### config.mk
export PLATFORM = sky130hd
export DESIGN_NAME = cr_update_ctrl
export DESIGN_NICKNAME = d
export VERILOG_FILES = /design/src/rtl/cr_update_ctrl.sv
export SDC_FILE = /design/constraint.sdc
export NUM_CORES = 1
export LEC_CHECK = 0
export BUFFER_PORTS_ARGS = -buffer_cell sky130_fd_sc_hd__clkbuf_2
export CORE_AREA = 2 2 105 107
export CTS_CLUSTER_DIAMETER = 120
export DETAILED_ROUTE_END_ITERATION = 16
export DIE_AREA = 0 0 107 109
export GPL_TIMING_DRIVEN = 0
export PLACE_DENSITY = 0.72
export SYNTH_ARGS = -nofsm -noshare
export SYNTH_HDL_FRONTEND = slang
export SYNTH_SLANG_ARGS = --single-unit
### constraint.sdc
create_clock -name clk -period 7.6 [get_ports clk]
set_input_delay 1.52 -clock clk [delete_from_list [all_inputs] [get_ports clk]]
set_output_delay 1.52 -clock clk [all_outputs]
set_load 0.02 [all_outputs]
### src/rtl/cr_update_ctrl.sv
// cr_update_ctrl: arbitrates four condition-register update sources onto a
// single registered 32-bit CR (bit 0 = MSB, field n = bits 4n..4n+3).
//
// Ports:
//   clk, rst                 rising-edge clock, synchronous active-high reset
//   cmp_req/bf/val, cmp_gnt  compare result written to field cmp_bf
//   cr0_req/val, cr0_gnt     record-form write of field 0
//   bit_req/bt/val, bit_gnt  single bit write
//   mov_req/bf/bfa, mov_gnt  field copy (mcrf), field bfa -> field bf
//   mtcr_we, mtcr_din        full overwrite, beats all requesters and freeze
//   freeze                   stall: withholds all grants
//   CR                       registered condition register
//   busy                     some request is high and not granted this cycle
//
// Grants are combinational; CR takes the update at the next rising edge.
// Round-robin order is cmp, cr0, bit, mov starting at rr_ptr_q.
module cr_update_ctrl (
  input  logic        clk,
  input  logic        rst,
  input  logic        cmp_req,
  input  logic [2:0]  cmp_bf,
  input  logic [3:0]  cmp_val,
  output logic        cmp_gnt,
  input  logic        cr0_req,
  input  logic [3:0]  cr0_val,
  output logic        cr0_gnt,
  input  logic        bit_req,
  input  logic [4:0]  bit_bt,
  input  logic        bit_val,
  output logic        bit_gnt,
  input  logic        mov_req,
  input  logic [2:0]  mov_bf,
  input  logic [2:0]  mov_bfa,
  output logic        mov_gnt,
  input  logic        mtcr_we,
  input  logic [31:0] mtcr_din,
  input  logic        freeze,
  output logic [31:0] CR,
  output logic        busy
);

  logic [31:0] cr_q, cr_d;
  logic [1:0]  rr_ptr_q;

  logic [3:0]  req, gnt;
  logic [1:0]  gnt_idx, cand;
  logic        any_gnt, arb_en;

  // Bit positions in the little-endian vector: field n's MSB (LT) sits at 31-4n.
  logic [4:0]  cmp_sh, mov_dst_sh, mov_src_sh, bit_sh;
  logic [31:0] mov_src;

  assign cmp_sh     = 5'd28 - {cmp_bf, 2'b00};
  assign mov_dst_sh = 5'd28 - {mov_bf, 2'b00};
  assign mov_src_sh = 5'd28 - {mov_bfa, 2'b00};
  assign bit_sh     = 5'd31 - bit_bt;
  assign mov_src    = (cr_q >> mov_src_sh) & 32'hF;

  // Round-robin pick starting at rr_ptr_q; index 0 = cmp ... 3 = mov.
  always_comb begin
    req     = {mov_req, bit_req, cr0_req, cmp_req};
    gnt     = '0;
    gnt_idx = rr_ptr_q;
    any_gnt = 1'b0;
    cand    = '0;
    arb_en  = !rst && !freeze && !mtcr_we;
    for (int unsigned i = 0; i < 4; i++) begin
      cand = rr_ptr_q + 2'(i);
      if (arb_en && !any_gnt && req[cand]) begin
        gnt[cand] = 1'b1;
        gnt_idx   = cand;
        any_gnt   = 1'b1;
      end
    end
  end

  always_comb begin
    cr_d = cr_q;
    unique case (gnt)
      4'b0001: cr_d = (cr_q & ~(32'hF << cmp_sh)) | ({28'b0, cmp_val} << cmp_sh);
      4'b0010: cr_d = {cr0_val, cr_q[27:0]};
      4'b0100: cr_d = (cr_q & ~(32'h1 << bit_sh)) | ({31'b0, bit_val} << bit_sh);
      // Same source and destination field writes the field back unchanged.
      4'b1000: cr_d = (cr_q & ~(32'hF << mov_dst_sh)) | (mov_src << mov_dst_sh);
      default: cr_d = cr_q;
    endcase
  end

  always_ff @(posedge clk) begin
    if (rst) begin
      cr_q     <= 32'h0000_0000;
      rr_ptr_q <= 2'd0;
    end else if (mtcr_we) begin
      cr_q     <= mtcr_din;
    end else begin
      cr_q <= cr_d;
      if (any_gnt) begin
        rr_ptr_q <= gnt_idx + 2'd1;
      end
    end
  end

  assign cmp_gnt = gnt[0];
  assign cr0_gnt = gnt[1];
  assign bit_gnt = gnt[2];
  assign mov_gnt = gnt[3];
  assign CR      = cr_q;
  // Busy whenever a raised request is left waiting, even if another was granted.
  assign busy    = !rst && |(req & ~gnt);

endmodule
==> flow_summary_export.csv <==
group,metric,value,unit
synthesis,ys_warn_count,0,
detailed_routing,vias,4819,
synthesis,postSynthCellCount,532,
power_and_ir_drop,pwr-share-comb,47.9,%
floorplanning,die_area,0.01166,mm²
synthesis,synth_edf_count,0,
global_routing,grt_util_all_layers,27.17,%
place,port_buffers,95,
synthesis,synth-async-reset-ratio,0,%
critical_path,crit_path_frequent_cell,"clkbuf_2",
detailed_routing,first_pass_iters,5,
finish,diodes,0,
critical_path,worstPathCellList,"clkbuf_2 > mux4_2 > or3b_4 > a311oi_4 > nand2_2 > a222oi_1 > a21oi_1 > clkbuf_2",
floorplanning,die_h,109,µm
critical_path,crit_end,"busy",
critical_path,crit_buf_inv,2,
place,dp_hpwl,12420,µm
power_and_ir_drop,switching_share,43.64,%
clock_network,clkSlewWorstSetupHoldPaths,0.07,ns
clock_network,post_cts_buffers,0,
synthesis,ys.flop_type,"dfxtp_1",
synthesis,yosys.cell_count.top_type,"mux2i_1",
critical_path,cp_slowest_cell,"mux4_2",
timing,rsz0062_at_grt,"false",
timing,setup_viol,0,
clock_network,root_buffer,"clkbuf_8",
synthesis,synth_common_cells,"53 x mux2i_1, 36 x mux2_2, 35 x inv_1",
clock_network,clockBufferDepth,2,
finish,area_delta_synth_final,16.13,%
synthesis,synth_top_area_cell,"dfxtp_1",
critical_path,arrival,3.79,ns
power_and_ir_drop,internal_power,417.2,µW
detailed_routing,wl_per_cell,20.70,µm
clock_network,numClockSinks,34,
power_and_ir_drop,clkPwrFrac,20.2,%
critical_path,crit_path_end_kind,"output port",
clock_network,hold_buffers,0,
power_and_ir_drop,switching_power,323.1,µW
timing,slew-limit-headroom,30.83,%
floorplanning,initial_core_util,43.38,%
critical_path,path_class,"input pin to output port",
critical_path,cp-start-kind,"input pin",
power_and_ir_drop,p_per_area,138.6,mW/mm²
timing,tns,0,ns
synthesis,synth_top_area_share,14.80,%
critical_path,cp_num_cells,8,
global_routing,grt_pass1_vias,4421,
min_path,hp-class,"flop to flop",
global_routing,grt_max_degree,11,
synthesis,synth_cell_type_count,66,
finish,final_layout_size_suffix_gt1_share,35.91,%
detailed_routing,drcViolationCount,0,
synthesis,syn_area,0.004599,mm²
clock_network,clk_latency,0.30,ns
synthesis,yosys-top-cells-area,"dfxtp_1 15%, mux2i_1 12%, mux2_2 8.8%",
detailed_routing,routed_wl,16040,µm
synthesis,ys_seq_elements,34,
critical_path,r2r-start,"rr_ptr_q[0]",
timing,fmax,0.1883,GHz
flow_run,cap_violations,0,
run_status,status,"completed",
critical_path,critPathRequiredTime,6.08,ns
detailed_routing,ant_nets,0,
synthesis,syn_nets,602,
timing,worst_slew_pin_slew,1.009,ns
floorplanning,core_area,0.01060,mm²
clock_network,cts.repair.resized,0,
synthesis,yosysSeqAreaShare,14.80,%
critical_path,worstPathMaxFanout,10,
clock_network,cts_tree,"built",
floorplanning,num_rows,38,
global_routing,grt_pass1_wl,24680,µm
power_and_ir_drop,irDropWorstVdd,60.61,µV
power_and_ir_drop,pwr-share-seq,31.8,%
critical_path,reg2reg_setup_slack,3.38,ns
timing,hold_viol_final,0,
critical_path,reg2regPathDepth,16,
timing,slew_viol_final,0,
place,place_congestion,0.9947,
power_and_ir_drop,power.total,740.4,µW
floorplanning,die_w,107,µm
global_routing,grt-ovfl-total,0,
critical_path,startpoint,"cr0_req",
synthesis,syn_area_per_cell,8.646,µm²
clock_network,numCtsBuffers,5,
detailed_routing,vias_per_cell,6.218,
global_routing,antenna_found_initial,0,
timing,period_needed,5.311,ns
critical_path,crit_family,"compound AO/OA/AOI/OAI gates",
clock_network,htree_num_levels,2,
finish,nNetsFinal,704,
detailed_routing,drtIter0Drc,299,
critical_path,timing.rr.end,"CR[25]",
power_and_ir_drop,power.leakage,0.002140,µW
timing,post-route-period-util,69.88,%
timing,fin_skew,0.007329,ns
floorplanning,ios,100,
critical_path,max_stage_delay,0.60,ns
power by group through the flow:
| stage | clock network (µW) | logic (µW) | registers, µW |
|---|---|---|---|
| final | 150 | 355 | 236 |
| after global routing | 158 | 380 | 239 |
| after CTS | 150 | 351 | 234 |
| after detailed placement | 0 | 350 | 238 |
| after global placement | 0 | 342 | 236 |
| after floorplan | 0 | 230 | 246 |
sequential cells by signal (all words and copies together), names as in the netlist:
signal	cells
rr_ptr_q	2
CR	32
metrics by stage:
step           worst slack (ns)  utilization, %  instances  hold slack (ns)  area (µm²)
2_1_floorplan             2.687               -        532           0.5997        4599
6_report                  2.289           50.38        775           0.6359        5341
5_1_grt                   2.183           50.38        775           0.6495        5341
3_5_place_dp              2.287           49.52        767           0.6050        5250
3_3_place_gp              2.328           49.52        767           0.5926        5250
4_1_cts                   2.282           50.38        775           0.6184        5341
worst min-delay path, stage by stage (launching register included):
cell and delay (ns):
dfxtp_1 0.40, nand3b_1 0.13, o41ai_1 0.07
kinds of logic after synthesis:
kind of cell / share of synthesized area, %
XOR/XNOR: 0.7618
flip-flops: 14.80
multiplexers: 26.31
buffers and inverters: 7.835
AO/OA/AOI/OAI: 29.68
AND/OR/NAND/NOR: 18.72
adder cells (fa/ha/maj): 1.904
layout make-up:
| cell class | count | area, µm² |
|---|---|---|
| Timing Repair Buffer | 95 | 475.5 |
| Clock buffer | 7 | 86.33 |
| Fill cell | 1059 | 5261 |
| Multi-Input combinational cell | 421 | 3558 |
| Inverter | 36 | 135.1 |
| Buffer | 41 | 225.2 |
| Tap cell | 140 | 175.2 |
| Sequential cell | 34 | 680.7 |
| Clock inverter | 1 | 5.005 |
cells in the final DEF (no fill, tap or decap), types with 4 or more instances in the layout:
| cell type | n |
|---|---|
| clkbuf_2 | 95 |
| mux2i_1 | 53 |
| mux2_2 | 36 |
| inv_1 | 35 |
| dfxtp_1 | 34 |
| nand2_1 | 32 |
| nor3_1 | 31 |
| nor2_1 | 31 |
| a211oi_1 | 28 |
| clkbuf_1 | 22 |
| a2111oi_2 | 22 |
| o22ai_2 | 21 |
| a21oi_1 | 20 |
| o22ai_1 | 16 |
| nor2b_1 | 14 |
| buf_2 | 12 |
| mux4_2 | 11 |
| o21ai_0 | 11 |
| nand3_1 | 10 |
| nand3b_1 | 10 |
| nor3b_1 | 8 |
| ha_1 | 7 |
| a22oi_1 | 6 |
| clkbuf_8 | 6 |
| a21o_1 | 4 |
worst min-delay path by stage:
stage / start / end / cells after the start
CTS: CR[29] / CR[29] / 2
global route: CR[31] / CR[31] / 2
floorplan: CR[29] / CR[29] / 2
global placement: CR[29] / CR[29] / 2
finish: CR[29] / CR[29] / 2
detailed placement: CR[29] / CR[29] / 2
routing by layer:
layer | up-vias | global-route usage, % | wire length (µm)
met2 | 220 | 45.27 | 7560
met1 | 2333 | 37.37 | 7009
met4 | 0 | 5.844 | 290
li1 | 2242 | - | -
met3 | 24 | 4.005 | 1180
met5 | - | 0 | 0
Note: power is estimated with default switching activity, not from simulation.
